$ cat src/rtl/fifo_pkg.sv
// -----------------------------------------------------------------------------
// fifo_pkg
// Types and constants shared by the FIFO and the blocks around it. The default
// data width and FIFO depth are here so that the arbiter and the FIFO always
// agree. The state encoding of the write arbiter is defined here as well.
// -----------------------------------------------------------------------------
package fifo_pkg;

  localparam int WIDTH     = 8;
  localparam int FIFO_SIZE = 16;

  // Write-arbiter states.
  typedef enum logic {
    ST_IDLE  = 1'b0,
    ST_GRANT = 1'b1
  } state_e;

endpackage : fifo_pkg

$ cat src/rtl/fifo_rr_wr_arbiter_if.sv
// -----------------------------------------------------------------------------
// fifo_rr_wr_arbiter_if
// Producer handshake bundle and FIFO write-port bundle of the write arbiter.
//
//   req_valid     [NUM_REQ]        per-producer data valid
//   req_data      [NUM_REQ*WIDTH]  producer i at bits [i*WIDTH +: WIDTH]
//   req_ready     [NUM_REQ]        per-producer accept
//   fifo_full                      FIFO full flag
//   fifo_overflow                  FIFO overflow flag
//   fifo_wr_en                     FIFO write enable
//   fifo_wdata    [WIDTH]          FIFO write data
//
// Modports:
//   master : the arbiter. It drives ready and the FIFO write port.
//   slave  : the environment. It drives the producers and the FIFO flags.
// -----------------------------------------------------------------------------
interface fifo_rr_wr_arbiter_if #(
  parameter int NUM_REQ = 4,
  parameter int WIDTH   = fifo_pkg::WIDTH
);

  logic [NUM_REQ-1:0]       req_valid;
  logic [NUM_REQ*WIDTH-1:0] req_data;
  logic [NUM_REQ-1:0]       req_ready;
  logic                     fifo_full;
  logic                     fifo_overflow;
  logic                     fifo_wr_en;
  logic [WIDTH-1:0]         fifo_wdata;

  modport master (
    input  req_valid, req_data, fifo_full, fifo_overflow,
    output req_ready, fifo_wr_en, fifo_wdata
  );

  modport slave (
    output req_valid, req_data, fifo_full, fifo_overflow,
    input  req_ready, fifo_wr_en, fifo_wdata
  );

endinterface : fifo_rr_wr_arbiter_if

$ cat src/rtl/fifo_rr_wr_arbiter_rr_picker.sv
// -----------------------------------------------------------------------------
// rr_picker
// Combinational round-robin selector. The scan starts at last_owner+1 and
// wraps modulo NUM_REQ. The first set bit of valid wins, so last_owner has
// the lowest priority.
//
//   valid       [NUM_REQ]   candidate requests
//   last_owner  [ID_WIDTH]  most recent owner (lowest priority)
//   pick_onehot [NUM_REQ]   winner, one-hot (all zero when nothing is valid)
//   pick_idx    [ID_WIDTH]  winner, binary (zero when nothing is valid)
//   any_valid               at least one bit of valid is set
// -----------------------------------------------------------------------------
module rr_picker #(
  parameter int NUM_REQ  = 4,
  parameter int ID_WIDTH = $clog2(NUM_REQ)
) (
  input  logic [NUM_REQ-1:0]  valid,
  input  logic [ID_WIDTH-1:0] last_owner,
  output logic [NUM_REQ-1:0]  pick_onehot,
  output logic [ID_WIDTH-1:0] pick_idx,
  output logic                any_valid
);

  int                  sum;
  logic [ID_WIDTH-1:0] idx;

  // NOTE: every variable gets a value before the scan. Without that, any path
  // that skips an assignment would infer a latch.
  always_comb begin
    pick_onehot = '0;
    pick_idx    = '0;
    any_valid   = 1'b0;
    sum         = 0;
    idx         = '0;
    for (int k = 1; k <= NUM_REQ; k++) begin
      // Wrap with a subtraction so the index never leaves 0..NUM_REQ-1,
      // even when NUM_REQ is not a power of two.
      sum = int'(last_owner) + k;
      if (sum >= NUM_REQ) sum = sum - NUM_REQ;
      idx = ID_WIDTH'(sum);
      if (!any_valid && valid[idx]) begin
        any_valid        = 1'b1;
        pick_idx         = idx;
        pick_onehot[idx] = 1'b1;
      end
    end
  end

endmodule : rr_picker

$ cat src/rtl/fifo_rr_wr_arbiter.sv
// -----------------------------------------------------------------------------
// fifo_rr_wr_arbiter
// Round-robin write arbiter that shares one sync_fifo write port between
// NUM_REQ valid/ready producers. Each grant lasts for at most BURST_LEN
// writes. Every write is gated on fifo_full.
//
//   clk          clock; all logic on posedge
//   res          synchronous reset, active-low
//   bus          fifo_rr_wr_arbiter_if.master (producers + FIFO write port)
//   grant_valid  arbiter is in GRANT
//   grant_id     current owner
//   xfer_count   total accepted writes, saturates at all-ones
//   ovf_err      sticky: fifo_overflow was seen since reset
// -----------------------------------------------------------------------------
module fifo_rr_wr_arbiter #(
  parameter int NUM_REQ   = 4,
  parameter int WIDTH     = fifo_pkg::WIDTH,
  parameter int BURST_LEN = 4,
  parameter int CNT_WIDTH = 16,
  parameter int ID_WIDTH  = $clog2(NUM_REQ)
) (
  input  logic                     clk,
  input  logic                     res,
  fifo_rr_wr_arbiter_if.master     bus,
  output logic                     grant_valid,
  output logic [ID_WIDTH-1:0]      grant_id,
  output logic [CNT_WIDTH-1:0]     xfer_count,
  output logic                     ovf_err
);

  import fifo_pkg::*;

  localparam int                  BCNT_W     = $clog2(BURST_LEN + 1);
  localparam logic [BCNT_W-1:0]   BURST_LAST = BCNT_W'(BURST_LEN - 1);
  localparam logic [ID_WIDTH-1:0] LAST_RST   = ID_WIDTH'(NUM_REQ - 1);
  localparam logic [NUM_REQ-1:0]  OH_RST     = NUM_REQ'(1);

  state_e               state_q,      state_d;
  logic [ID_WIDTH-1:0]  owner_q,      owner_d;
  logic [NUM_REQ-1:0]   owner_oh_q,   owner_oh_d;
  logic [ID_WIDTH-1:0]  last_owner_q, last_owner_d;
  logic [BCNT_W-1:0]    burst_cnt_q,  burst_cnt_d;
  logic [CNT_WIDTH-1:0] xfer_count_q, xfer_count_d;
  logic                 ovf_err_q,    ovf_err_d;

  logic [ID_WIDTH-1:0]  pick_base;
  logic [NUM_REQ-1:0]   pick_onehot;
  logic [ID_WIDTH-1:0]  pick_idx;
  logic                 pick_any;

  logic                 granted;
  logic                 owner_valid;
  logic                 xfer;
  logic [WIDTH-1:0]     owner_data;

  // One picker serves both cases. In IDLE it scans from the stored
  // last_owner. In GRANT it scans from the current owner, which becomes
  // last_owner if this cycle ends the grant.
  assign pick_base = (state_q == ST_GRANT) ? owner_q : last_owner_q;

  rr_picker #(
    .NUM_REQ  (NUM_REQ),
    .ID_WIDTH (ID_WIDTH)
  ) u_picker (
    .valid       (bus.req_valid),
    .last_owner  (pick_base),
    .pick_onehot (pick_onehot),
    .pick_idx    (pick_idx),
    .any_valid   (pick_any)
  );

  // Ownership is also kept in one-hot form, so the ready and data muxes need
  // no decoder. Reset is folded in so that no write is issued in the cycle
  // in which a burst is aborted.
  assign granted     = (state_q == ST_GRANT) && res;
  assign owner_valid = |(bus.req_valid & owner_oh_q);
  assign xfer        = granted && owner_valid && !bus.fifo_full;

  always_comb begin
    owner_data = '0;
    for (int i = 0; i < NUM_REQ; i++) begin
      if (owner_oh_q[i]) owner_data = bus.req_data[i*WIDTH +: WIDTH];
    end
  end

  assign bus.req_ready  = owner_oh_q & {NUM_REQ{granted && !bus.fifo_full}};
  assign bus.fifo_wr_en = xfer;
  assign bus.fifo_wdata = xfer ? owner_data : '0;

  assign grant_valid = (state_q == ST_GRANT);
  assign grant_id    = owner_q;
  assign xfer_count  = xfer_count_q;
  assign ovf_err     = ovf_err_q;

  always_comb begin
    state_d      = state_q;
    owner_d      = owner_q;
    owner_oh_d   = owner_oh_q;
    last_owner_d = last_owner_q;
    burst_cnt_d  = burst_cnt_q;
    xfer_count_d = xfer_count_q;
    ovf_err_d    = ovf_err_q | bus.fifo_overflow;

    unique case (state_q)
      ST_IDLE: begin
        // Arbitration bubble: only pick an owner here, never transfer.
        if (pick_any) begin
          state_d    = ST_GRANT;
          owner_d    = pick_idx;
          owner_oh_d = pick_onehot;
        end
      end
      ST_GRANT: begin
        if (xfer) begin
          burst_cnt_d = burst_cnt_q + 1'b1;
          if (xfer_count_q != '1) xfer_count_d = xfer_count_q + 1'b1;
        end
        // While the FIFO is full, xfer is 0. The burst then cannot complete,
        // so the owner is held. Dropping valid still releases the grant.
        if (!owner_valid || (xfer && burst_cnt_q == BURST_LAST)) begin
          last_owner_d = owner_q;
          burst_cnt_d  = '0;
          if (pick_any) begin
            owner_d    = pick_idx;
            owner_oh_d = pick_onehot;
          end else begin
            state_d    = ST_IDLE;
          end
        end
      end
      default: state_d = ST_IDLE;
    endcase
  end

  // NOTE: all state registers use non-blocking assignments. Every flop then
  // samples its pre-edge value, whatever the order of the statements.
  always_ff @(posedge clk) begin
    if (!res) begin
      state_q      <= ST_IDLE;
      owner_q      <= '0;
      owner_oh_q   <= OH_RST;
      last_owner_q <= LAST_RST;
      burst_cnt_q  <= '0;
      xfer_count_q <= '0;
      ovf_err_q    <= 1'b0;
    end else begin
      state_q      <= state_d;
      owner_q      <= owner_d;
      owner_oh_q   <= owner_oh_d;
      last_owner_q <= last_owner_d;
      burst_cnt_q  <= burst_cnt_d;
      xfer_count_q <= xfer_count_d;
      ovf_err_q    <= ovf_err_d;
    end
  end

endmodule : fifo_rr_wr_arbiter

$ cat src/flat_wrapper.sv
// flat-port wrapper written by rule: the top's interface ports become plain ports
module fifo_rr_wr_arbiter_flat import fifo_pkg::*;
#(
  parameter int NUM_REQ   = 4,
  parameter int WIDTH     = fifo_pkg::WIDTH,
  parameter int BURST_LEN = 4,
  parameter int CNT_WIDTH = 16,
  parameter int ID_WIDTH  = $clog2(NUM_REQ)
)
  (clk, res, grant_valid, grant_id, xfer_count, ovf_err, bus_req_valid, bus_req_data, bus_fifo_full, bus_fifo_overflow, bus_req_ready, bus_fifo_wr_en, bus_fifo_wdata);
  fifo_rr_wr_arbiter_if #(.NUM_REQ(NUM_REQ), .WIDTH(WIDTH)) bus_i ();
  input  logic clk;
  input  logic res;
  output logic grant_valid;
  output logic [ID_WIDTH-1:0] grant_id;
  output logic [CNT_WIDTH-1:0] xfer_count;
  output logic ovf_err;
  input wire logic [$bits(bus_i.req_valid)-1:0] bus_req_valid;
  input wire logic [$bits(bus_i.req_data)-1:0] bus_req_data;
  input wire logic [$bits(bus_i.fifo_full)-1:0] bus_fifo_full;
  input wire logic [$bits(bus_i.fifo_overflow)-1:0] bus_fifo_overflow;
  output wire logic [$bits(bus_i.req_ready)-1:0] bus_req_ready;
  output wire logic [$bits(bus_i.fifo_wr_en)-1:0] bus_fifo_wr_en;
  output wire logic [$bits(bus_i.fifo_wdata)-1:0] bus_fifo_wdata;
  assign bus_i.req_valid = bus_req_valid;
  assign bus_i.req_data = bus_req_data;
  assign bus_i.fifo_full = bus_fifo_full;
  assign bus_i.fifo_overflow = bus_fifo_overflow;
  assign bus_req_ready = bus_i.req_ready;
  assign bus_fifo_wr_en = bus_i.fifo_wr_en;
  assign bus_fifo_wdata = bus_i.fifo_wdata;
  fifo_rr_wr_arbiter #(.NUM_REQ(NUM_REQ), .WIDTH(WIDTH), .BURST_LEN(BURST_LEN), .CNT_WIDTH(CNT_WIDTH), .ID_WIDTH(ID_WIDTH)) u_core (.clk(clk), .res(res), .bus(bus_i), .grant_valid(grant_valid), .grant_id(grant_id), .xfer_count(xfer_count), .ovf_err(ovf_err));
endmodule
$ cat config.mk
export PLATFORM = sky130hd
export DESIGN_NAME = fifo_rr_wr_arbiter_flat
export DESIGN_NICKNAME = d
export VERILOG_FILES = /design/src/rtl/fifo_pkg.sv /design/src/rtl/fifo_rr_wr_arbiter_if.sv /design/src/rtl/fifo_rr_wr_arbiter_rr_picker.sv /design/src/rtl/fifo_rr_wr_arbiter.sv /design/src/flat_wrapper.sv
export SDC_FILE = /design/constraint.sdc
export NUM_CORES = 1
export LEC_CHECK = 0
export ABC_AREA = 1
export CAP_MARGIN = 15
export CORE_ASPECT_RATIO = 1.4
export CORE_MARGIN = 2
export CORE_UTILIZATION = 48
export DETAILED_ROUTE_END_ITERATION = 6
export MAX_ROUTING_LAYER = met4
export PLACE_DENSITY = 0.81
export SETUP_SLACK_MARGIN = 0.3
export SYNTH_ARGS = -nofsm -noshare
export SYNTH_HDL_FRONTEND = slang
export SYNTH_SLANG_ARGS = --single-unit
$ cat constraint.sdc
create_clock -name clk -period 2.8 [get_ports clk]
set_clock_uncertainty 0.1 [all_clocks]
set_input_delay 0.42 -clock clk [delete_from_list [all_inputs] [get_ports clk]]
set_output_delay 0.42 -clock clk [all_outputs]
set_load 0.1 [all_outputs]
---- Yosys cells after proc, flatten, opt, wreduce, memory -nomap -nowiden ----
Cells that the tools add are included.
word-level totals
  register bits after elaboration ......... 29
  logic and storage cells ................. 111
  output and inout bits ................... 33
  input port bits ......................... 40
cells by class
  equality and inequality tests ........... 3
  bitwise operators ....................... 7
  reductions and logical operators ........ 23
  add/subtract/negate cells ............... 10
  magnitude comparators ................... 12
  muxes and demuxes ....................... 49
operators by type and width
  operator               count
  $mux 8                 5
  $mux 4                 6
  $mux 2                 11
  $add 16x1->16 const B  1
  $ne 16x16->1 const B   1
  $mux 1                 14
  $logic_and 1x1->1      12
  $lt 2x3->1 const B     4
  $or 4x4->4             3
  $ge 3x3->1 const B     3
  $and 4x4->4            2
  $bmux 1 s2             4
  $demux 1 s2            4
  $ge 2x1->1 const B     4
  $pmux 4 s2             1
  $sub 2x1->2 const B    4
  $add 2x2->3 const B    2
  $mux 3                 2
  $logic_not 1->1        5
  $add 2x3->4 const B    1
  $ge 4x3->1 const B     1
  $pmux 2 s2             1
  $reduce_and 2->1       2
  $reduce_or 4->1        1
  10 further kinds       10

---- Longest topological paths before layout ----
Gate-level depths: netlist (run 1).
  depth in word-level cells ............... 19
  depth in mapped cells ................... 16
  depth with buffers taken out ............ 15

---- Hierarchy ----
From an unflattened synthesis (run 1), not the netlist that was laid out.
second synthesis, totals
  cell total of the unflattened synthesis .. 387
  area, all modules ....................... 2449.8 µm²
modules (own cells, without submodules)
  module              instances  cells an instance  sequential area each (µm²)  area an instance (µm²)
  fifo_rr_wr_arbiter  1          313                580.6                       1991.9
  rr_picker           1          74                 0.0                         457.9

---- Worst setup path after synthesis (run 1) ----
No wires, ideal clock.
  path type ............................... register -> output
  from .................................... register u_core.state_q, in the netlist u_core.grant_valid
  to ...................................... output port bus_fifo_wdata[0]
  setup slack ............................. -1226 ps
  arrival time ............................ 3506 ps
  required time ........................... 2280 ps
  cell stages (with the launch flop) ...... 8
  path buffers ............................ 1
  cells stage by stage .................... dfxtp_1 > buf_6 > inv_8 > nor2_4 > nand2_2 > nor2_8 > o21ai_0 > a21oi_1
between the ends
  word-level cells in the longest chain between the ends .. 4
ends and longest elaborated chain
  item                            line                       source
  start, declared                 fifo_rr_wr_arbiter.sv:38   state_e state_q, state_d;
  start signal, assigned          fifo_rr_wr_arbiter.sv:147  state_q <= state_d;
  $logic_and 1x1->1               fifo_rr_wr_arbiter.sv:75   assign granted = (state_q == ST_GRANT) && res;
  $logic_and 1x1->1 (2 in a row)  fifo_rr_wr_arbiter.sv:77   assign xfer = granted && owner_valid && !bus.fifo_full;
  net bus_fifo_wr_en              flat_wrapper.sv:23         output wire logic [$bits(bus_i.fifo_wr_en)-1:0] bus_fifo_wr_en;
  $mux 8                          fifo_rr_wr_arbiter.sv:88   assign bus.fifo_wdata = xfer ? owner_data : '0;
  end, declared                   flat_wrapper.sv:24         output wire logic [$bits(bus_i.fifo_wdata)-1:0] bus_fifo_wdata;
The timed path passes the listed nets, and every way through them passes these cells.

---- Final worst setup path (run 1) ----
  from .................................... input port bus_req_valid[0]
  to ...................................... output port bus_fifo_wdata[1]
between the ends
  word-level cells in the longest chain between the ends .. 5
ends and longest elaborated chain
  item                            line                      source
  start, declared                 flat_wrapper.sv:18        input wire logic [$bits(bus_i.req_valid)-1:0] bus_req_valid;
  $and 4x4->4                     fifo_rr_wr_arbiter.sv:76  assign owner_valid = |(bus.req_valid & owner_oh_q);
  $reduce_or 4->1                 fifo_rr_wr_arbiter.sv:76
  $logic_and 1x1->1 (2 in a row)  fifo_rr_wr_arbiter.sv:77
  $mux 8                          fifo_rr_wr_arbiter.sv:88
No other way between the ends.

==> results of run 1 <==
==> layout by cell type (no fill, tap or decap), types with 7 or more instances in the layout <==
cell type	synthesis	routed
a21oi_1	31	23
o21ai_2	2	10
nand3_1	28	28
buf_12	0	13
nor3_1	7	7
dfxtp_1	29	23
nor2_4	7	9
nand3_2	7	7
buf_4	0	23
ha_1	10	9
inv_1	33	31
clkdlybuf4s50_1	0	38
a21oi_4	0	8
nand2_4	9	10
nor2_1	35	31
o21ai_0	31	23
nand2_1	90	90
nor2_2	5	8
==> worst paths after layout <==
kind,slack [ns],start,depth (start not counted),end
setup / recovery,0.38,bus_req_valid[0],8,bus_fifo_wdata[1]
hold reg to reg,0.38,u_core.ovf_err,2,u_core.ovf_err
hold / removal,0.38,u_core.ovf_err,2,u_core.ovf_err
setup reg to reg,0.47,u_core.grant_valid,14,u_core.owner_oh_q[1]
==> cell usage after synthesis, types with 2 or more instances <==
master     n  share of area
nand2_1   90           0.13
buf_6      5          0.022
nor2_2     5          0.012
clkbuf_1   4         0.0060
xnor2_1    4          0.014
nand3_1   28          0.056
ha_1      10          0.050
dfxtp_1   29           0.23
o21ai_0   31          0.062
nor2_4     7          0.031
nor4_1     4          0.010
nand2_8    2          0.016
nand2_2    7          0.017
nand4_1    4          0.010
nor2_1    35          0.052
a21oi_1   31          0.062
o21ai_2    2         0.0070
nor3_1     7          0.014
inv_1     33          0.049
xor2_1     3          0.010
inv_2      5         0.0075
nand3_2    7          0.028
o211ai_1   2         0.0060
nand2_4    9          0.040
==> through the flow <==
step                 util  hold WS (ns)  setup WS (ns)  power [mW]
CTS                 0.705         0.381          0.313        2.83
finish              0.714         0.379          0.377        2.88
global placement    0.680         0.350          0.301        2.34
detailed placement  0.680         0.368          0.237        2.37
global route        0.714         0.394          0.308        3.06
floorplan               -         0.340          0.199        2.00
==> report_power, final <==
group / switching (mW) / internal [mW]
Clock: 0.168 / 0.289
Combinational: 1.27 / 0.596
Sequential: 0.0818 / 0.473
==> per-layer routing <==
metal / global-route usage / vias up / wire length, microns
met1: 0.289 / 1283 / 2950
met2: 0.452 / 84 / 3900
met4: 0.0833 / 0 / 119
met3: 0.0302 / 11 / 271
li1: - / 1389 / -
met5: - / - / 0
==> timing repair <==
action                                  in CTS  in global routing
pin swaps                                    1                  2
endpoints found under the setup margin       8                 14
resized for setup                            0                  9
buffers inserted                             1                  0
gates cloned                                 0                  1
==> state kept, by name, summed over array words and instances (netlist names) <==
| signal | flops |
|---|---|
| u_core.last_owner_q | 2 |
| u_core.grant_id | 2 |
| u_core.burst_cnt_q | 3 |
| u_core.xfer_count | 16 |
| u_core.owner_oh_q | 4 |
| u_core.ovf_err | 1 |
| u_core.grant_valid | 1 |
==> cell type report <==
| type | instances | area share |
|---|---|---|
| clock buffer | 6 | 0.0226 |
| tap | 66 | 0.0226 |
| clock inverter | 2 | 0.0103 |
| sequential | 29 | 0.162 |
| inverter | 41 | 0.0469 |
| multi-input combinational | 299 | 0.510 |
| timing repair buffer | 75 | 0.226 |
==> logic make-up after synthesis <==
group	Yosys count
AOI/OAI and AO/OA	71
xor gates and xnor gates	7
adders and majority gates	10
buffers and inverters	50
DFF	29
and+or+nand+nor	210
==> worst max-delay path, delay by kind of cell <==
family	cells	cell delay, ns
buf+inv	3	0.81
compound gates	3	0.39
simple gates	2	0.26
==> impl_metrics.ini, run 1 <==
[outcome]
status = complete, no violations

[floorplan]
coreArea_sq_um = 5120
die_x_microns = 65.1
ioPinCount = 73
dieArea_sq_um = 5830
start_util = 0.490
die_h_microns = 89.6
rows = 31

[drt]
viasPerCell = 5.34
drt_first_pass_iters = 6
drc = 0
routed_wl_microns = 7230
drt-initial-drc-count = 144
wl_per_cell_microns = 14.0
postRouteAntennaNets = 0
via_count = 2767

[yosys]
synth-edff-count = 0
ys_types = 37
synthXorXnorAreaFrac = 0.0244
ys_warn_count = 0
synth_top_family_by_area = simple AND/OR/NAND/NOR gates
yosys_most_used_dff = dfxtp_1
async_flop_share = 0
ys_ff_latch = 29
synth_nets = 427
synth-seq-area-share = 0.231
synth_fa_ha_area_frac = 0.0499
synthesis.area_sq_um = 2510
synth_compound_area_frac = 0.154
synthMuxAreaShare = 0
synth_simple_gate_area_frac = 0.447
postSynthCellCount = 377
syn_area_per_cell_sq_um = 6.66

[sta]
layout_min_cycle_time_ns = 2.42
rsz0062_at_grt = no
slew_viol_final = 0
final-hold-violation-count = 0
tns_ns = 0
slew-limit-headroom = 0.628
setup_violations = 0
fmax_ghz = 0.413
finalCritPeriodShare = 0.865
tightest_slew_ns = 0.554

[power_and_ir_drop]
p_leak_nw = 1.49
p_per_area_nw_per_um2 = 788
peakVddDrop_uv = 390

[cts]
cts_buffer_depth = 2
cts_made_buffers = 5
cts_tree = yes
postCtsHoldBufs = 0
cts_root_buffer = clkbuf_8
cts_sinks = 29
path_clk_slew_ns = 0.07
h-tree-depth = 2
insertion_delay_ns = 0.28

[global_routing]
grt_max_degree = 19
antenna_found_initial = 0
first_global_vias = 2481
grt_first_pass_wirelength_microns = 11100
gr-total-overflow = 0
grtUsageTotal = 0.251

[worst_hold_path]
hold_class = register to register

[final_layout]
postLayoutCellArea_sq_um = 3660
antenna_cells = 0
fillers = 419
multi_input_area_sq_um = 1860
drive_gt1_frac = 0.279
area_growth_pct = 45.7
regArea_sq_um = 593
instances_no_fill = 518
nNetsFinal = 501

[setup_path]
required_ns = 2.28
critPathMaxStageDelay_ns = 0.52
path_cells = clkdlybuf4s50_1 > inv_1 > o22ai_2 > nor2_4 > nor2_8 > o21ai_2 > a21oi_4 > buf_12
cp.arrival_ns = 1.90
path_max_fanout = 5
endpoint_kind = output port
cp-start-kind = input port
critPathKind = input port to output port
cpMaxStageDelayCell = clkdlybuf4s50_1

[placement]
numPortBuffers = 72
hpwl_microns = 5500
placed_area_sq_um = 3480
placed_cells = 508
gp_congestion = 0.910

[job]
maxCapViolations = 0
Note: power is estimated with default switching activity, not from simulation.
==> run 2, diff against run 1 <==
--- a/config.mk
+++ b/config.mk
@@ -11,6 +11,7 @@
 export CORE_MARGIN = 2
 export CORE_UTILIZATION = 48
 export DETAILED_ROUTE_END_ITERATION = 6
+export GPL_ROUTABILITY_DRIVEN = 0
 export MAX_ROUTING_LAYER = met4
 export PLACE_DENSITY = 0.81
 export SETUP_SLACK_MARGIN = 0.3
==> run 2 against run 1 <==
Cell count unchanged. Setup slack got worse by 0.025 ns. Via count decreased by 0.22%. Core utilization decreased by 0.42 points. Clock power decreased by 18%. Fmax decreased by 1.0%. Final area decreased by 0.58%.
==> impl_metrics.ini, run 2 (synthesized netlist as in run 1, its figures left out) <==
[setup_path]
r2r_setup_slack_ns = 0.45
required_ns = 2.28
r2r_cells = 13
path_max_fanout = 4
critPathKind = input port to output port
cp-start-kind = input port
endpoint_kind = output port
cp.arrival_ns = 1.93

[drt]
drt-initial-drc-count = 169
wl_per_cell_microns = 13.7
viasPerCell = 5.33
drt_first_pass_iters = 4
drc = 0
via_count = 2761
routed_wl_microns = 7100
postRouteAntennaNets = 0

[cts]
postCtsHoldBufs = 0
path_clk_slew_ns = 0.06
h-tree-depth = 2
cts_buffer_depth = 2
cts_made_buffers = 5
cts_tree = yes
cts_root_buffer = clkbuf_8
insertion_delay_ns = 0.27
cts_sinks = 29

[floorplan]
start_util = 0.490
die_x_microns = 65.1
ioPinCount = 73
coreArea_sq_um = 5120
die_h_microns = 89.6
dieArea_sq_um = 5830
rows = 31

[final_layout]
layout.cells.most_common = nand2_1
area_growth_pct = 44.9
drive_gt1_frac = 0.277
nNetsFinal = 501
antenna_cells = 0
largest_reg_flops = 16
fillers = 437
layout_common_cells = 90 x nand2_1, 39 x clkdlybuf4s50_1, 32 x inv_1

[power_and_ir_drop]
intPower_mw = 1.29
p_leak_nw = 1.48
power_mw = 2.79
peakVddDrop_uv = 407
power.switching_mw = 1.50
p_clk_frac = 0.134
p_seq_frac = 0.198
power_frac_comb = 0.669
sw_frac_of_total = 0.538
p_per_area_nw_per_um2 = 768

[placement]
hpwl_microns = 5480
numPortBuffers = 72

[sta]
rsz0062_at_grt = yes
tightest_slew_ns = 0.561
slew_viol_final = 0
fmax_ghz = 0.409
finalCritPeriodShare = 0.874
final-hold-violation-count = 0
layout_min_cycle_time_ns = 2.45
setup_violations = 0
tns_ns = 0
slew-limit-headroom = 0.626

[global_routing]
first_global_vias = 2494
grt_max_degree = 19
gr-total-overflow = 0
grtUsageTotal = 0.247
antenna_found_initial = 0
grt_first_pass_wirelength_microns = 11100

[outcome]
status = complete, no violations

[worst_hold_path]
hold_class = register to register
min_path_cells = 2

[job]
maxCapViolations = 0
[run 2: power by group through the flow]
stage	clock, mW	sequential, mW	combinational (mW)
after global placement	0	0.558	1.78
final	0.373	0.553	1.87
after floorplan	0	0.645	1.36
after CTS	0.390	0.549	1.82
after global routing	0.404	0.560	2.02
after detailed placement	0	0.558	1.81
[run 2: cell type report]
class / instances / area [sq um] / area share
clock buffers: 7 / 96.3 / 0.0265
clock inverters: 1 / 5.00 / 0.00138
inverters: 41 / 171 / 0.0471
multi-input cells: 299 / 1860 / 0.513
flip-flops and latches: 29 / 593 / 0.163
well taps: 66 / 82.6 / 0.0227
repair buffers: 75 / 823 / 0.226
[run 2: layer usage]
metal	vias up	global-route usage	wire (microns)	part of all wire
li1	1387	-	-	-
met1	1269	0.264	2760	0.39
met2	88	0.461	3910	0.55
met3	17	0.0353	283	0.040
met4	0	0.0928	150	0.021
met5	-	-	0	0
[run 2: path summary, 6_finish.rpt]
check                                        start                   end
worst max-delay path              bus_req_valid[3]     bus_fifo_wdata[7]
worst min-delay path            u_core.grant_id[1]    u_core.grant_id[1]
worst max register to register  u_core.grant_valid  u_core.owner_oh_q[2]
worst min register to register  u_core.grant_id[1]    u_core.grant_id[1]
[run 2: repair_timing]
action                                 4_1_cts  5_1_grt
gates resized for setup                      0        7
setup endpoints to repair                    8       14
buffers inserted                             1        0
cloned                                       0        1
pin swaps                                    1        1
endpoints found under the hold margin        0        0
[run 2: stage by stage]
stage          utilization  cell area, sq um  cells  hold WS [ns]  setup slack (ns)
3_5_place_dp         0.680              3480    508         0.363             0.273
5_1_grt              0.710              3640    518         0.397             0.282
2_1_floorplan            -              2660    377         0.340             0.199
4_1_cts              0.702              3590    517         0.375             0.345
3_3_place_gp         0.680              3480    508         0.349             0.303
6_report             0.710              3640    518         0.375             0.352
[run 2: worst max-delay path, stage by stage]
cell	delay, ns
clkdlybuf4s50_1	0.50
inv_1	0.10
o22ai_2	0.20
nor2_4	0.10
nor2_4	0.18
o21ai_2	0.09
a21oi_4	0.15
buf_12	0.19
==> run 3, diff against run 2 <==
--- a/config.mk
+++ b/config.mk
@@ -10,6 +10,7 @@
 export CORE_ASPECT_RATIO = 1.4
 export CORE_MARGIN = 2
 export CORE_UTILIZATION = 48
+export CTS_CLUSTER_SIZE = 40
 export DETAILED_ROUTE_END_ITERATION = 6
 export GPL_ROUTABILITY_DRIVEN = 0
 export MAX_ROUTING_LAYER = met4
==> results of run 3 <==
Same layout as run 2: the final DEF is identical, and so are final timing and power.
